==> config.mk <==
export PLATFORM = sky130hd
export DESIGN_NAME = hazard_scoreboard_flat
export DESIGN_NICKNAME = d
export VERILOG_FILES = /design/src/rtl/hazard_scoreboard_if.sv /design/src/rtl/hazard_scoreboard.sv /design/src/flat_wrapper.sv
export SDC_FILE = /design/constraint.sdc
export NUM_CORES = 1
export LEC_CHECK = 0
export CAP_MARGIN = 10
export CORE_UTILIZATION = 35
export DETAILED_ROUTE_END_ITERATION = 10
export PLACE_DENSITY = 0.56
export SETUP_SLACK_MARGIN = 0.02
export SYNTH_ARGS = -nofsm -noshare
export SYNTH_HDL_FRONTEND = slang
export SYNTH_SLANG_ARGS = --single-unit
==> constraint.sdc <==
create_clock -name clk -period 9 [get_ports clk]
set_input_delay 1.35 -clock clk [delete_from_list [all_inputs] [get_ports clk]]
set_output_delay 1.35 -clock clk [all_outputs]
set_load 0.03 [all_outputs]
==> src/rtl/hazard_scoreboard_if.sv <==
// hazard_scoreboard_if: decode-side issue bus between decode and the hazard scoreboard
interface hazard_scoreboard_if #(
    parameter int NUM_REGS = 32,
    parameter int ADDR_W   = 5
);
    logic                flush;
    logic                issue_valid;
    logic [ADDR_W-1:0]   issue_rs_addr;
    logic                issue_rs_used;
    logic [ADDR_W-1:0]   issue_rt_addr;
    logic                issue_rt_used;
    logic                issue_we;
    logic [ADDR_W-1:0]   issue_waddr;
    logic                issue_is_load;
    logic                stall;
    logic                issue_fire;
    logic [NUM_REGS-1:0] busy_mask;
    logic [31:0]         stall_count;

    modport master (
        output flush, issue_valid, issue_rs_addr, issue_rs_used, issue_rt_addr,
               issue_rt_used, issue_we, issue_waddr, issue_is_load,
        input  stall, issue_fire, busy_mask, stall_count
    );

    modport slave (
        input  flush, issue_valid, issue_rs_addr, issue_rs_used, issue_rt_addr,
               issue_rt_used, issue_we, issue_waddr, issue_is_load,
        output stall, issue_fire, busy_mask, stall_count
    );
endinterface

==> src/rtl/hazard_scoreboard.sv <==
// hazard_scoreboard: per-register countdown scoreboard producing decode stall and issue strobe
module hazard_scoreboard #(
    parameter int NUM_REGS   = 32,
    parameter int ADDR_W     = 5,
    parameter int FORWARDING = 1,
    parameter int ALU_LAT    = 1,
    parameter int LOAD_LAT   = 2,
    parameter int WB_LAT     = 3
) (
    input logic clk,
    input logic rst,
    hazard_scoreboard_if.slave sb
);
    localparam int CNT_W = 4;
    localparam logic [CNT_W-1:0] ALU_M1  = CNT_W'(ALU_LAT - 1);
    localparam logic [CNT_W-1:0] LOAD_M1 = CNT_W'(LOAD_LAT - 1);
    localparam logic [CNT_W-1:0] WB_M1   = CNT_W'(WB_LAT - 1);

    logic [NUM_REGS-1:0][CNT_W-1:0] cnt;
    logic [(1<<ADDR_W)-1:0]         busy_ext;
    logic [CNT_W-1:0]               lat_m1;
    logic                           hz_rs;
    logic                           hz_rt;
    logic                           set_w;

    // busy mask from counters; padded view makes out-of-range addresses read idle
    always_comb begin
        sb.busy_mask = '0;
        for (int i = 1; i < NUM_REGS; i++) sb.busy_mask[i] = cnt[i] != '0;
        busy_ext = '0;
        busy_ext[NUM_REGS-1:0] = sb.busy_mask;
    end

    // hazard detection on pre-update state, issue strobe and writer latency
    always_comb begin
        hz_rs         = sb.issue_rs_used & busy_ext[sb.issue_rs_addr];
        hz_rt         = sb.issue_rt_used & busy_ext[sb.issue_rt_addr];
        sb.stall      = sb.issue_valid & (hz_rs | hz_rt) & ~sb.flush;
        sb.issue_fire = sb.issue_valid & ~sb.stall & ~sb.flush;
        set_w         = sb.issue_fire & sb.issue_we;
        lat_m1        = FORWARDING != 0 ? (sb.issue_is_load ? LOAD_M1 : ALU_M1) : WB_M1;
    end

    // counters: flush clears, youngest issued writer reloads, others count down; r0 stays zero
    always_ff @(posedge clk or posedge rst) begin
        if (rst) cnt <= '0;
        else
            for (int i = 1; i < NUM_REGS; i++)
                cnt[i] <= sb.flush ? '0 :
                          (set_w && sb.issue_waddr == ADDR_W'(i)) ? lat_m1 :
                          cnt[i] != '0 ? cnt[i] - 1'b1 : '0;
    end

    // saturating count of stalled decode cycles
    always_ff @(posedge clk or posedge rst) begin
        if (rst) sb.stall_count <= '0;
        else if (sb.stall && sb.stall_count != '1) sb.stall_count <= sb.stall_count + 1'b1;
    end
endmodule

==> src/flat_wrapper.sv <==
// flat-port wrapper written by rule: the top's interface ports become plain ports
module hazard_scoreboard_flat 
#(
    parameter int NUM_REGS   = 32,
    parameter int ADDR_W     = 5,
    parameter int FORWARDING = 1,
    parameter int ALU_LAT    = 1,
    parameter int LOAD_LAT   = 2,
    parameter int WB_LAT     = 3
)
  (clk, rst, sb_flush, sb_issue_valid, sb_issue_rs_addr, sb_issue_rs_used, sb_issue_rt_addr, sb_issue_rt_used, sb_issue_we, sb_issue_waddr, sb_issue_is_load, sb_stall, sb_issue_fire, sb_busy_mask, sb_stall_count);
  hazard_scoreboard_if #(.NUM_REGS(NUM_REGS), .ADDR_W(ADDR_W)) sb_i ();
  input logic clk;
  input logic rst;
  input wire logic [$bits(sb_i.flush)-1:0] sb_flush;
  input wire logic [$bits(sb_i.issue_valid)-1:0] sb_issue_valid;
  input wire logic [$bits(sb_i.issue_rs_addr)-1:0] sb_issue_rs_addr;
  input wire logic [$bits(sb_i.issue_rs_used)-1:0] sb_issue_rs_used;
  input wire logic [$bits(sb_i.issue_rt_addr)-1:0] sb_issue_rt_addr;
  input wire logic [$bits(sb_i.issue_rt_used)-1:0] sb_issue_rt_used;
  input wire logic [$bits(sb_i.issue_we)-1:0] sb_issue_we;
  input wire logic [$bits(sb_i.issue_waddr)-1:0] sb_issue_waddr;
  input wire logic [$bits(sb_i.issue_is_load)-1:0] sb_issue_is_load;
  output wire logic [$bits(sb_i.stall)-1:0] sb_stall;
  output wire logic [$bits(sb_i.issue_fire)-1:0] sb_issue_fire;
  output wire logic [$bits(sb_i.busy_mask)-1:0] sb_busy_mask;
  output wire logic [$bits(sb_i.stall_count)-1:0] sb_stall_count;
  assign sb_i.flush = sb_flush;
  assign sb_i.issue_valid = sb_issue_valid;
  assign sb_i.issue_rs_addr = sb_issue_rs_addr;
  assign sb_i.issue_rs_used = sb_issue_rs_used;
  assign sb_i.issue_rt_addr = sb_issue_rt_addr;
  assign sb_i.issue_rt_used = sb_issue_rt_used;
  assign sb_i.issue_we = sb_issue_we;
  assign sb_i.issue_waddr = sb_issue_waddr;
  assign sb_i.issue_is_load = sb_issue_is_load;
  assign sb_stall = sb_i.stall;
  assign sb_issue_fire = sb_i.issue_fire;
  assign sb_busy_mask = sb_i.busy_mask;
  assign sb_stall_count = sb_i.stall_count;
  hazard_scoreboard #(.NUM_REGS(NUM_REGS), .ADDR_W(ADDR_W), .FORWARDING(FORWARDING), .ALU_LAT(ALU_LAT), .LOAD_LAT(LOAD_LAT), .WB_LAT(WB_LAT)) u_core (.clk(clk), .rst(rst), .sb(sb_i));
endmodule
==> key figures <==
Final layout
  • Area Growth Syn to Fin: 20.5%
  • Antenna Cells: 0
  • Nets: 1078
  • Final core occ: 43.2%
  • Share of layout cells above drive strength 1: 6.27%

Global route
  • First-pass GRT wire length: 36100 µm
  • Total congestion overflow: 0
  • Vias in the first global route: 6713
  • Largest net degree at the start of global routing: 87
  • Gr usage total: 17.9%
  • Initial antenna violation count: 0

Power and ir drop
  • Clk pwr share: 16.6%
  • Gate power share: 55.9%
  • Lkg Pwr: 4.54 nW
  • P_sw: 0.00193 W
  • Worst IR Drop VDD: 247 µV
  • Switching Share: 43.3%
  • Reg power frac: 27.5%
  • Cell Pwr Density: 420 mW/mm²
  • P_int: 0.00253 W

Setup path
  • Crit Path Max Fanout: 15
  • Crit end category: primary output
  • Crit path required time: 7.65 ns
  • Setup Crit Path Kind: input port to primary output
  • Startpoint types: input port
  • Worst EP arrival: 4.48 ns

Timing
  • Final setup violation count: 0
  • Final hold violations: 0
  • Max-slew violations: 0
  • Setup_tns: 0 ns
  • RSZ-0062 raised after global routing: false
  • Clock Skew: 0.0124 ns
  • Setup WS post-layout: 3.17 ns
  • Tightest Pin Transition: 1.07 ns
  • Slew headroom: 27.7%
  • Post-layout minimum cycle time: 5.83 ns
  • Final worst path period share: 64.8%
  • Fmax: 171 MHz

Synth
  • Synth Net Count: 993
  • EDFF count, synth: 0
  • Syn Inst Count: 907
  • Async SR Flop Fraction: 100%
  • Synth top cells by count: 156 x dfrtp_1, 102 x inv_1, 97 x nor2_1, 68 x xnor2_1, 63 x ha_1
  • Top-area cell type share of the netlist area: 44.3%
  • Synth Flop Type: dfrtp_1
  • Synth warn: 0
  • #FFs+latches synth: 156
  • Mean Syn Cell Area: 9.71 µm²
  • Largest cells by area after synthesis: dfrtp_1 44%, ha_1 9.0%, xnor2_1 6.8%
  • Cell with the most instances after synthesis: dfrtp_1
  • Seq/Total Area, Yosys: 44.3%
  • Netlist cell types: 56
  • Syn Std Cell Area: 0.00881 mm²
  • Largest area contributor in the synthesized netlist: dfrtp_1

Clock tree
  • Clock latency at the later pin of the worst-skew pair: 0.43 ns
  • Clock Sinks: 156
  • Htree depth: 4
  • TritonCTS clock tree: yes
  • CTS max path bufs: 2
  • TritonCTS Buffers: 17
  • Post-CTS Hold Fix Bufs: 0
  • Post-cts sizing count: 0
  • CTS clock-pin slew for the worst setup and hold paths: 0.06 ns
  • Post-CTS setup buffers: 0
  • Clk root buf: clkbuf_16

Placed design
  • Post-detail-place hpwl: 15600 µm
  • Placer Congestion: 0.863
  • Setup WS pre-CTS: 3.19 ns
  • IO buf count: 87

Floorplan
  • Die X: 161 µm
  • Ports: 89
  • # rows: 57
  • Die H: 161 µm
  • Die ar.: 0.0258 mm²
  • Core area: 0.0245 mm²
  • Initial Util: 35.9%

Outcome
  • Status: finished clean

Drt
  • Routed vias/inst: 5.10
  • First drt pass iteration count: 7
  • Total number of vias: 6774
  • Drt total wl: 21800 µm
  • Initial DRC count: 394
  • Number of remaining DRC errors: 0
  • Drt wl/cell: 16.4 µm
  • Antenna Nets Post-Route: 0

Min path
  • Worst min path class: register to register

Flow run
  • Max-Cap Viols: 0
==> cell usage in the layout, fill, tap and decap left out, types with 5 or more instances in the layout <==
cell / Yosys / routed
inv_1: 102 / 101
nand2_1: 27 / 27
clkbuf_16: 0 / 17
nand4_1: 7 / 7
dfrtp_1: 156 / 156
a21oi_1: 23 / 23
mux4_2: 5 / 5
mux2_2: 6 / 6
nor4_1: 51 / 51
ha_1: 63 / 63
xnor2_1: 68 / 68
o21ai_0: 18 / 18
nor3b_1: 28 / 28
a2111oi_0: 6 / 6
clkdlybuf4s50_1: 0 / 86
xor2_1: 25 / 25
or3_1: 28 / 28
nor2b_1: 6 / 6
nand3_1: 19 / 19
mux2i_1: 9 / 9
buf_4: 1 / 8
nor4b_1: 5 / 5
o211ai_1: 19 / 19
nand2b_1: 7 / 7
nor2_1: 97 / 97
nor3_1: 53 / 53
==> final cells by class <==
cell class / count / area [µm²]
Fill cell: 2430 / 13900
Multi-Input combinational cell: 615 / 4370
Sequential cell: 156 / 3900
Timing Repair Buffer: 95 / 926
Clock buffer: 22 / 454
Inverter: 107 / 407
Tap cell: 324 / 405
Clock inverter: 10 / 140
==> metal layers <==
metal,wire (µm),share of wire (%),GRT usage [%]
met5,0,0,0
met1,10100,46,24.1
met2,9930,46,27.6
met4,296,1.4,5.32
met3,1430,6.6,5.17
==> through the flow <==
stage,cell area [µm²],hold WS [ns],power (W),instances
detailed placement,10000,0.480,0.00376,1297
global placement,10000,0.488,0.00373,1297
floorplan,8810,0.511,0.00295,907
CTS,10600,0.496,0.00452,1329
finish,10600,0.495,0.00446,1329
global route,10600,0.522,0.00483,1329
==> worst paths after layout <==
kind                            cells after the start                 startpoint  slack (ns)                        end
worst max-delay path                                7        sb_issue_rs_addr[0]        3.17                   sb_stall
worst min-delay path                                1  u_core.sb.stall_count[24]        0.50  u_core.sb.stall_count[24]
worst max register to register                     10             u_core.cnt[96]        4.51             u_core.cnt[52]
worst min register to register                      1  u_core.sb.stall_count[24]        0.50  u_core.sb.stall_count[24]
max in group asynchronous                           3                        rst        6.06             u_core.cnt[41]
min in group asynchronous                           2                        rst        1.43   u_core.sb.stall_count[3]
==> logic make-up (layout without fill, tap and decap cells) <==
group	after synthesis	count (layout)	share of synthesized area, %
AO/OA/AOI/OAI	88	88	6.65
multiplexers	20	20	3.07
other	1	1	0.0426
buffers and inverters	136	234	6.01
adder cells (fa/ha/maj)	63	63	8.95
flip-flops	156	156	44.3
XOR/XNOR	93	93	9.25
AND/OR/NAND/NOR	350	350	21.7
==> state kept, by name (all words and copies together), names as in the netlist <==
signal and cells:
u_core.cnt 124, u_core.sb.stall_count 32
==> critical path, cell delays in order <==
cell             delay [ns]
clkdlybuf4s50_1        0.82
mux4_2                 0.57
or3b_2                 0.45
nand4_1                0.10
a32oi_1                0.25
nor2_1                 0.21
clkdlybuf4s50_1        0.72
==> power groups by stage <==
stage / Combinational, W / Sequential, W / Clock, W
after floorplan: 0.00173 / 0.00122 / 0
after global placement: 0.00250 / 0.00123 / 0
after detailed placement: 0.00253 / 0.00123 / 0
after CTS: 0.00253 / 0.00123 / 0.000761
after global routing: 0.00278 / 0.00126 / 0.000791
final: 0.00249 / 0.00123 / 0.000740
No activity file was read; power rests on OpenSTA's default activity.
